===== config.mk =====
export PLATFORM = sky130hd
export DESIGN_NAME = sobel_stream
export DESIGN_NICKNAME = d
export VERILOG_FILES = /design/src/rtl/sobel_stream.sv
export SDC_FILE = /design/constraint.sdc
export NUM_CORES = 1
export LEC_CHECK = 0
export BUFFER_PORTS_ARGS = -buffer_cell sky130_fd_sc_hd__buf_4
export CAP_MARGIN = 30
export CORE_UTILIZATION = 37
export CTS_BUF_LIST = sky130_fd_sc_hd__clkbuf_8
export CTS_CLUSTER_DIAMETER = 100
export DETAILED_ROUTE_END_ITERATION = 10
export PLACE_DENSITY_LB_ADDON = 0.08
export SLEW_MARGIN = 30
export SYNTH_ARGS = -nofsm -noshare
export SYNTH_HDL_FRONTEND = slang
export SYNTH_SLANG_ARGS = --single-unit

===== constraint.sdc =====
create_clock -name clk -period 5 [get_ports clk]
set_clock_uncertainty 0.1 [all_clocks]
set_input_delay 0.25 -clock clk [delete_from_list [all_inputs] [get_ports clk]]
set_output_delay 0.25 -clock clk [all_outputs]
set_load 0.02 [all_outputs]

===== src/rtl/sobel_stream.sv =====
// sobel_stream: streaming 3x3 Sobel edge detector with two internal line buffers.
// Raster pixels in over valid/ready; interior gradient results out over valid/ready.
// Build option: define SOBEL_MAG_OUT_EN to emit saturated |gx|+|gy| instead of
// thresholded binary edges. Ports and latency are the same in both builds.
module sobel_stream #(
  parameter int unsigned PIX_W = 8,
  parameter int unsigned IMG_W = 64,
  parameter int unsigned IMG_H = 64
) (
  input  logic             clk,
  input  logic             rst,
  input  logic [PIX_W+2:0] thresh,
  input  logic             in_valid,
  output logic             in_ready,
  input  logic [PIX_W-1:0] in_data,
  output logic             out_valid,
  input  logic             out_ready,
  output logic [PIX_W-1:0] out_data,
  output logic             out_eof
);
  localparam int unsigned CW = $clog2(IMG_W);
  localparam int unsigned RW = $clog2(IMG_H);
  localparam int unsigned GW = PIX_W + 4;
  localparam int unsigned MW = PIX_W + 3;

  logic [CW-1:0]    col;
  logic [RW-1:0]    row;
  logic [MW-1:0]    thresh_frame;
  logic [PIX_W-1:0] lb1 [IMG_W];
  logic [PIX_W-1:0] lb2 [IMG_W];
  logic [PIX_W-1:0] win [9];
  logic             win_valid;
  logic             win_eof;
  logic [GW-1:0]    gx_c;
  logic [GW-1:0]    gy_c;
  logic [GW-1:0]    s1_gx;
  logic [GW-1:0]    s1_gy;
  logic             s1_valid;
  logic             s1_eof;
  logic [GW-1:0]    abs_x_c;
  logic [GW-1:0]    abs_y_c;
  logic [MW-1:0]    mag_c;
  logic [PIX_W-1:0] res_c;
  logic             advance;
  logic             accept;

  // Whole pipeline moves unless the output register is holding a refused result
  assign advance  = !out_valid || out_ready;
  assign in_ready = !rst && advance;
  assign accept   = in_valid && in_ready;

  // Raster position of the next pixel to be accepted
  always_ff @(posedge clk) begin
    if (rst) begin
      col <= '0;
      row <= '0;
    end else if (accept) begin
      if (col == CW'(IMG_W - 1)) begin
        col <= '0;
        row <= (row == RW'(IMG_H - 1)) ? '0 : row + RW'(1);
      end else begin
        col <= col + CW'(1);
      end
    end
  end

  // Threshold captured with the first pixel of each frame
  always_ff @(posedge clk) begin
    if (rst) begin
      thresh_frame <= '0;
    end else if (accept && col == '0 && row == '0) begin
      thresh_frame <= thresh;
    end
  end

  // Line buffers and 3x3 window shift on accept; contents need no reset
  always_ff @(posedge clk) begin
    if (accept) begin
      lb1[col] <= in_data;
      lb2[col] <= lb1[col];
      win[0]   <= win[1];
      win[1]   <= win[2];
      win[2]   <= lb2[col];
      win[3]   <= win[4];
      win[4]   <= win[5];
      win[5]   <= lb1[col];
      win[6]   <= win[7];
      win[7]   <= win[8];
      win[8]   <= in_data;
    end
  end

  // Window stage flags: a full 3x3 neighbourhood exists from row 2, col 2 on
  always_ff @(posedge clk) begin
    if (rst) begin
      win_valid <= 1'b0;
      win_eof   <= 1'b0;
    end else if (advance) begin
      win_valid <= accept && row >= RW'(2) && col >= CW'(2);
      win_eof   <= accept && row == RW'(IMG_H - 1) && col == CW'(IMG_W - 1);
    end
  end

  // Gradients in two's complement; GW bits cannot overflow for 8*(2^PIX_W-1)
  assign gx_c = (GW'(win[2]) + (GW'(win[5]) << 1) + GW'(win[8]))
              - (GW'(win[0]) + (GW'(win[3]) << 1) + GW'(win[6]));
  assign gy_c = (GW'(win[6]) + (GW'(win[7]) << 1) + GW'(win[8]))
              - (GW'(win[0]) + (GW'(win[1]) << 1) + GW'(win[2]));

`ifndef SOBEL_MAG_OUT_EN
  logic [MW-1:0] s1_thr;

  // Threshold travels with its frame's results so back-to-back frames stay separate
  always_ff @(posedge clk) begin
    if (rst) begin
      s1_thr <= '0;
    end else if (advance) begin
      s1_thr <= thresh_frame;
    end
  end
`endif

  // S1: registered gradients plus valid/eof tags
  always_ff @(posedge clk) begin
    if (rst) begin
      s1_valid <= 1'b0;
      s1_eof   <= 1'b0;
      s1_gx    <= '0;
      s1_gy    <= '0;
    end else if (advance) begin
      s1_valid <= win_valid;
      s1_eof   <= win_eof;
      s1_gx    <= gx_c;
      s1_gy    <= gy_c;
    end
  end

  // Magnitude and output value selection
  assign abs_x_c = s1_gx[GW-1] ? -s1_gx : s1_gx;
  assign abs_y_c = s1_gy[GW-1] ? -s1_gy : s1_gy;
  assign mag_c   = MW'(abs_x_c) + MW'(abs_y_c);
`ifdef SOBEL_MAG_OUT_EN
  assign res_c = (|mag_c[MW-1:PIX_W]) ? {PIX_W{1'b1}} : mag_c[PIX_W-1:0];
`else
  assign res_c = (mag_c >= s1_thr) ? {PIX_W{1'b1}} : {PIX_W{1'b0}};
`endif

  // S2: output register, held stable while downstream stalls
  always_ff @(posedge clk) begin
    if (rst) begin
      out_valid <= 1'b0;
      out_data  <= '0;
      out_eof   <= 1'b0;
    end else if (advance) begin
      out_valid <= s1_valid;
      out_eof   <= s1_valid && s1_eof;
      if (s1_valid) begin
        out_data <= res_c;
      end
    end
  end

endmodule


; After elaboration in Yosys (flattened, before gate mapping)
; Memory sizes are Yosys's and may differ from the RTL's. A register that Yosys moved wholly into a read port is not among the register bits.
; Cells that the tools add are included.
[classes]
eq_ne = 2
muxes = 11
add_sub_neg = 15
reduce_logical = 16
magnitude_cmp = 3
[ops]
columns = operator, count
row1 = adder 10 x 8 -> 11 bit, 4
row2 = adder 8 x 9 -> 10 bit, 4
row3 = 2-to-1 mux 6 bit, 6
row4 = subtractor 11 x 11 -> 12 bit, 2
row5 = 2-to-1 mux 11 bit, 2
row6 = negator 11 bit, 2
row7 = "adder 6 x 1 -> 6 bit, second input constant", 2
row8 = "== test 6 bit, second input constant", 2
row9 = "greater-or-equal comparator 6 x 2 -> 1 bit, second input constant", 2
row10 = logical NOT 6 bit, 2
row11 = adder 11 bit, 1
row12 = greater-or-equal comparator 11 bit, 1
row13 = logical AND 1 bit, 9
row14 = 2-to-1 mux 8 bit, 1
row15 = AND reduction 2 bit, 2
row16 = logical NOT 1 bit, 2
row17 = 2-to-1 mux 1 bit, 2
row18 = logical OR 1 bit, 1
[totals]
elab_cells = 63
in_bits = 23
mem_count = 3
ramBits = 1096
regBits = 72
[memory_table]
columns = name, depth, width, rd, rd_clocked_by_memory_dff, wr, line_no
row1 = lb1, 64, 8, 1, 1, 1, 29  ; logic [PIX_W-1:0] lb1 [IMG_W];
row2 = lb2, 64, 8, 1, 1, 1, 30  ; logic [PIX_W-1:0] lb2 [IMG_W];
row3 = win, 9, 8, 9, 0, 9, 31  ; logic [PIX_W-1:0] win [9];

; Longest topological paths before layout
; Gate-level depths: netlist (run 1).
[logic_depth]
word_depth = 6
ltp_mapped = 18
mapped_depth_nobuf = 18

; Least setup slack after synthesis (run 1)
; OpenSTA, ideal clock, no wires.
[synth_path]
path_kind = register to register
start = register (tool-made name)
end = memory lb2[0][1] (data pin)
t_arrival_ps = 3347
synth_period_minus_slack_ps = 4020
path_slack_ps = 980
path_buffers = 3
stages_incl_launch_ff = 7
cell_sequence = dfxtp_1 -> buf_2 -> buf_1 -> clkbuf_1 -> mux4_2 -> o21ai_0 -> o221ai_1
[synth_lines]
columns = item, line_no
row1 = end: declaration, 30

==> metrics, run 1 <==
WP data arrival=roughly 4800 ps; clock buffer depth=3; vias in the first global route=around 26k; Core Area=~0.13 sq mm; CP required=around 5700 ps; Post-synth EDFFs=between 1k and 1.5k; mean post-synth cell area=between 15 and 20 sq um; cts bufs inserted=between 150 and 200; ys flop type=edfxtp_1; worst min-delay path startpoint=in_valid; Tcrit/Tclk final=0.8101; via count=around 24k; pwr dens=409.0 mW/mm^2; RSZ-0062 raised after global routing=no; Max Freq=between 0.2 and 0.25 GHz; grt total ovfl=0; final net count=~2.9k; worst vdd ir=roughly 0.26 mV; post-synth cell types=57; post-layout util=0.4290; DR iter-0 viols=between 1.5k and 2k; 1st-pass router iterations=5; Worst setup startpoint=win[0][50]; Routed Antenna Nets=0; FF+latch count, synth=about 1.2k; largest area contributor in the netlist=edfxtp_1; largest net degree at the start of global routing=77; Post-CTS Resized=0; IO Count=34; Via-to-Cell Ratio=between 5 and 6; share of cells above drive strength 1=0.2424; largest cells by area after synthesis=edfxtp_1 (70%), mux4_2 (13%), dfxtp_1 (3.0%); CTS root buf=clkbuf_8; WS Path Type=reg -> reg; FILL cells=11.12k; CTS tree=done; fraction of registers with async set or reset after synthesis=0; post-route setup TNS=0 ps; Compound-Gate Fraction of Synth Area=0.03132; maximum capacitance violations=0; simple-gate share of the synthesized area=0.03588; Slew HR=0.3215; Sink Count=roughly 1.2k; Mapped Cells=approximately 2.4k; Port Buffer Count=33; drt wl/cell=~26 microns; htree depth=4; Worst-path clk slew=approximately 70 ps; Post-Synth XOR/XNOR Area=0.007599; Slew Limit Fails=0; critical path peak fanout=3; main combinational cell family by area after synthesis=multiplexers; first-pass GRT wire length=176600 microns; Initial Utilization=0.3744; GP Congestion=0.7487; HPWL after DPL=70760 microns; share of the synthesized area in the top cell type=0.6964; Final Setup Violations=0; initial antenna violation count=6; Cell Rows=130; Synth Area in Adders=0.04072; Die Area=~0.13 sq mm; status=completed; GRT Total Usage=0.1886; drt drc=0; fin crit period=between 4000 and 5000 ps; worst min path class=in -> reg; Die Y=about 360 microns; clock latency on the worst-skew pair=890 ps; Area growth, synth to finish=14.59%; Seq/Total Area, Yosys=0.7265; Worst-Margin Slew=just over 1000 ps; routed wire length=about 120000 microns; synthesized net count=about 2.6k; Crit. End Element=flop; mux contribution to synthesized area=0.1358; Critical Path Start Type=flop; Horiz. Die Dim=359.4 microns; Synthesis Warnings=0; Final Hold Fails=0; R2R Path Start=win[0][50]; leak pwr=~18 nW; Post-Synthesis Cell Area=0.04726 sq mm
[metrics by stage]
stage / setup slack, ps / area, sq um / instances / hold slack (ps) / power (mW)
after floorplan: 979.8 / 47260 / 2441 / 248.9 / 13.70
after global routing: 634.1 / 54150 / 4523 / 308.9 / 23.29
after detailed placement: 872.5 / 50160 / 4123 / 304.5 / 14.72
after CTS: 868.3 / 54110 / 4520 / 212.8 / 22.51
final: 949.4 / 54150 / 4524 / 313.7 / 22.15
after global placement: 530.6 / 50110 / 4121 / 302.5 / 14.64
[registers in the layout (all words and copies together), names as in the netlist, named ones only]
register,cells
col,6
lb1,512
lb2,512
out_data,1
out_eof,1
out_valid,1
row,6
s1_eof,1
s1_gx,12
s1_gy,12
s1_thr,11
s1_valid,1
thresh_frame,11
win,72
win_eof,1
win_valid,1
[routing by layer]
metal	up-vias	wire length, microns	GRT usage
met3	163	4857	0.03027
met2	543	59520	0.3147
met4	0	2594	0.05916
met5	-	0	0
li1	10350	-	-
met1	12790	52870	0.2529
[final timing paths]
check / endpoint / slack, ps / cells past startpoint
max: s1_gy[8] / 950 / 12
max reg2reg: s1_gy[8] / 950 / 12
min: win_valid / 310 / 6
min reg2reg: win[0][24] / 310 / 0
[worst max-delay path, cell delays in order (launching register included)]
cell	delay [ps]
edfxtp_1	410
fa_1	520
fa_1	550
inv_1	50
fa_1	530
inv_1	60
ha_1	260
a21oi_1	180
o21ai_0	140
a2111oi_0	720
o31a_1	230
o21ai_0	90
a21oi_1	170
[Yosys cell counts, types with 19 or more instances]
master / number
fa_1: 63
nor2_1: 157
buf_2: 23
nand2_1: 83
inv_1: 108
a21oi_1: 51
ha_1: 53
nor2b_1: 31
xnor2_1: 32
clkbuf_1: 54
a211oi_1: 20
buf_4: 19
nor3_1: 25
mux4_2: 277
o21ai_0: 40
dfxtp_1: 71
edfxtp_1: 1096
[cells by family (layout without fill, tap and decap cells)]
logic type | Yosys count | count (layout)
XOR/XNOR | 41 | 41
multiplexers | 295 | 295
buffers and inverters | 232 | 662
AND/OR/NAND/NOR | 368 | 368
AO/OA/AOI/OAI | 222 | 222
adder cells (fa/ha/maj) | 116 | 116
flip-flops | 1167 | 1167
other | 0 | 3
[cell usage in the layout (no fill, tap or decap), drive strengths merged, types with 12 or more instances in the layout]
master	synthesis	layout
a211oi	20	20
a21oi	51	51
a221oi	16	16
buf	70	157
clkbuf	54	205
clkinv	0	65
dfxtp	71	71
dlygate4sd3	0	45
edfxtp	1096	1096
fa	63	63
ha	53	53
inv	108	186
mux2i	18	18
mux4	277	277
nand2	83	83
nand2b	12	12
nand3	13	13
nor2	157	157
nor2b	31	31
nor3	25	25
o21ai	47	47
o221ai	18	18
o22ai	17	17
xnor2	32	32
[final cells by class]
class | instances | area, sq um | share of cell area
diodes | 3 | 7.507 | 0.0001386
clock buffers | 205 | 2821 | 0.05210
clock inverters | 147 | 681.9 | 0.01259
inverters | 108 | 405.4 | 0.007486
multi-input cells | 1042 | 12020 | 0.2219
flip-flops and latches | 1167 | 34350 | 0.6342
well taps | 1650 | 2064 | 0.03812
repair buffers | 202 | 1810 | 0.03343
[power by group]
group          leakage (nW)  internal [mW]  switching (mW)
sequential             10.5           10.9           0.158
combinational          5.06           1.49            1.89
clock                  2.05           3.84            3.84
total                  17.6           16.3            5.88
[timing repair]
action	4_1_cts	5_1_grt
buffers inserted	0	0
hold endpoints to repair	583	0
endpoints found under the setup margin	0	0
hold buffers	45	0
Power figures use the tool's default switching activity.
==> inputs of run 2 (changes only) <==
==> constraint.sdc (replaced) <==
create_clock -name clk -period 4.2 [get_ports clk]
set_clock_uncertainty 0.1 [all_clocks]
set_input_delay 0.21 -clock clk [delete_from_list [all_inputs] [get_ports clk]]
set_output_delay 0.21 -clock clk [all_outputs]
set_load 0.02 [all_outputs]
==> run 2 against run 1 <==
  * First-iteration DRC count rose by 4.1%
  * Wire length fell by 2.0%
  * Via count fell by 0.45%
  * Clock-buffer cell count fell by 2
  * Cell area rose by 0.69%
==> metrics, run 2 (synthesis gave the netlist of run 1 again) <==
status=completed (unchanged); routed wire length=117400 microns (was 119800 microns); grt total ovfl=0 (unchanged); Worst-Margin Slew=928.3 ps (was 1015 ps); WP data arrival=4610 ps (was 4780 ps); FILL cells=11.12k (about the same); Die Y=359.4 microns (unchanged); IO Count=34 (unchanged); Post-DP Area=0.05044 sq mm (was 0.05016 sq mm); Max Freq=0.2564 GHz (was 0.2469 GHz); HPWL after DPL=70670 microns (was 70760 microns); drt wl/cell=25.74 microns (was 26.49 microns); maximum capacitance violations=0 (unchanged); Routed Antenna Nets=0 (unchanged); WS Path Type=reg -> reg (unchanged); commonest non-fill, non-tap cell in the layout=edfxtp_1 (unchanged); htree depth=4 (unchanged); Core Area=0.1262 sq mm (unchanged); total power draw=26.62 mW (was 22.15 mW); Slew Limit Fails=0 (unchanged); vias in the first global route=25.42k (was 25.80k); worst min path class=reg -> reg (was in -> reg); via count=23.74k (was 23.85k); CP required=4910 ps (was 5720 ps); DR iter-0 viols=1727 (was 1659); Horiz. Die Dim=359.4 microns (unchanged); final net count=2887 (was 2857); GRT Total Usage=0.1841 (was 0.1886); clock buffer depth=3 (unchanged); 1st-pass router iterations=5 (unchanged); CTS tree=done (unchanged); Die Area=0.1292 sq mm (unchanged); CTS root buf=clkbuf_8 (unchanged); post-route setup TNS=0 ps (unchanged); Port Buffer Count=33 (unchanged); drt drc=0 (unchanged); leak pwr=17.78 nW (was 17.57 nW); Final Hold Fails=0 (unchanged); Critical Path Start Type=flop (unchanged); Final Setup Violations=0 (unchanged); initial antenna violation count=4 (was 6); GP Congestion=0.7994 (was 0.7487); Worst-path clk slew=60 ps (was 70 ps); Via-to-Cell Ratio=5.206 (was 5.272); Sink Count=1167 (unchanged); RSZ-0062 raised after global routing=no (unchanged); cts bufs inserted=196 (was 197); pwr dens=488.3 mW/mm^2 (was 409.0 mW/mm^2); Cell Rows=130 (unchanged); clock latency on the worst-skew pair=910 ps (was 890 ps); critical path peak fanout=3 (unchanged); Area growth, synth to finish=15.39% (was 14.59%); largest net degree at the start of global routing=80 (was 77); Crit. End Element=flop (unchanged); worst vdd ir=0.3091 mV (was 0.2597 mV); final instance area=0.05453 sq mm (was 0.05415 sq mm); Largest regs=lb1 x512, lb2 x512, win x72 (unchanged); fin crit period=3900 ps (was 4051 ps); most frequent cells in the layout=edfxtp_1 (1096), mux4_2 (277), clkbuf_8 (203) (was edfxtp_1 (1096), mux4_2 (277), clkbuf_8 (205)); Post-CTS Setup Inserts=0 (unchanged); first-pass GRT wire length=173100 microns (was 176600 microns); Initial Utilization=0.3744 (unchanged); share of cells above drive strength 1=0.2488 (was 0.2424); Slew HR=0.3811 (was 0.3215); Tcrit/Tclk final=0.9285 (was 0.8101); post-layout util=0.4320 (was 0.4290)
==> run 2: report_power, final <==
group / switching (mW) / internal [mW] / leakage (nW)
clock: 4.63 / 4.69 / 2.09
combinational: 2.29 / 1.82 / 5.22
sequential: 0.181 / 13.0 / 10.5
==> run 2: stage by stage <==
stage	setup slack [ps]	hold WS, ps	instances
after global placement	301.5	302.2	4151
after global routing	22.50	311.9	4560
after CTS	286.0	295.6	4556
after floorplan	179.8	208.9	2441
after detailed placement	315.5	305.2	4152
final	300.1	318.1	4561
==> run 2: worst max-delay path, cell delays in order (launching register included) <==
cell      delay (ps)
edfxtp_1         430
fa_1             490
fa_1             360
inv_1             80
fa_1             420
inv_1             70
ha_1             180
inv_1             70
fa_1             460
nor2b_1          120
o21ai_0          130
a21oi_1          260
o41ai_1          150
or4_1            410
nand3_1           80
==> run 2: path summary, 6_finish.rpt <==
check / to / start / cells past startpoint / slack [ps]
setup / recovery: s1_gx[9] / win[0][16] / 14 / 300
hold / removal: win[0][24] / win[0][32] / 0 / 320
setup reg to reg: s1_gx[9] / win[0][16] / 14 / 300
hold reg to reg: win[0][24] / win[0][32] / 0 / 320
==> run 2: per-layer routing <==
layer  routed length, microns  GRT usage
met5                        0          0
met3                     4377    0.03072
met4                     2347    0.05403
met2                    58580     0.3066
met1                    52110     0.2480
==> run 2: repair_timing <==
action,CTS,global route
gates resized for setup,0,1
hold buffers,48,0
endpoints found under the hold margin,585,0
endpoints found under the setup margin,0,1
==> run 2: area by class of cell <==
type | count | area (sq um) | share of cell area
well taps | 1650 | 2064 | 0.03786
diodes | 5 | 12.51 | 0.0002295
flip-flops and latches | 1167 | 34350 | 0.6299
clock inverters | 153 | 789.5 | 0.01448
multi-input cells | 1042 | 12010 | 0.2203
repair buffers | 233 | 2106 | 0.03862
clock buffers | 203 | 2794 | 0.05124
inverters | 108 | 405.4 | 0.007434
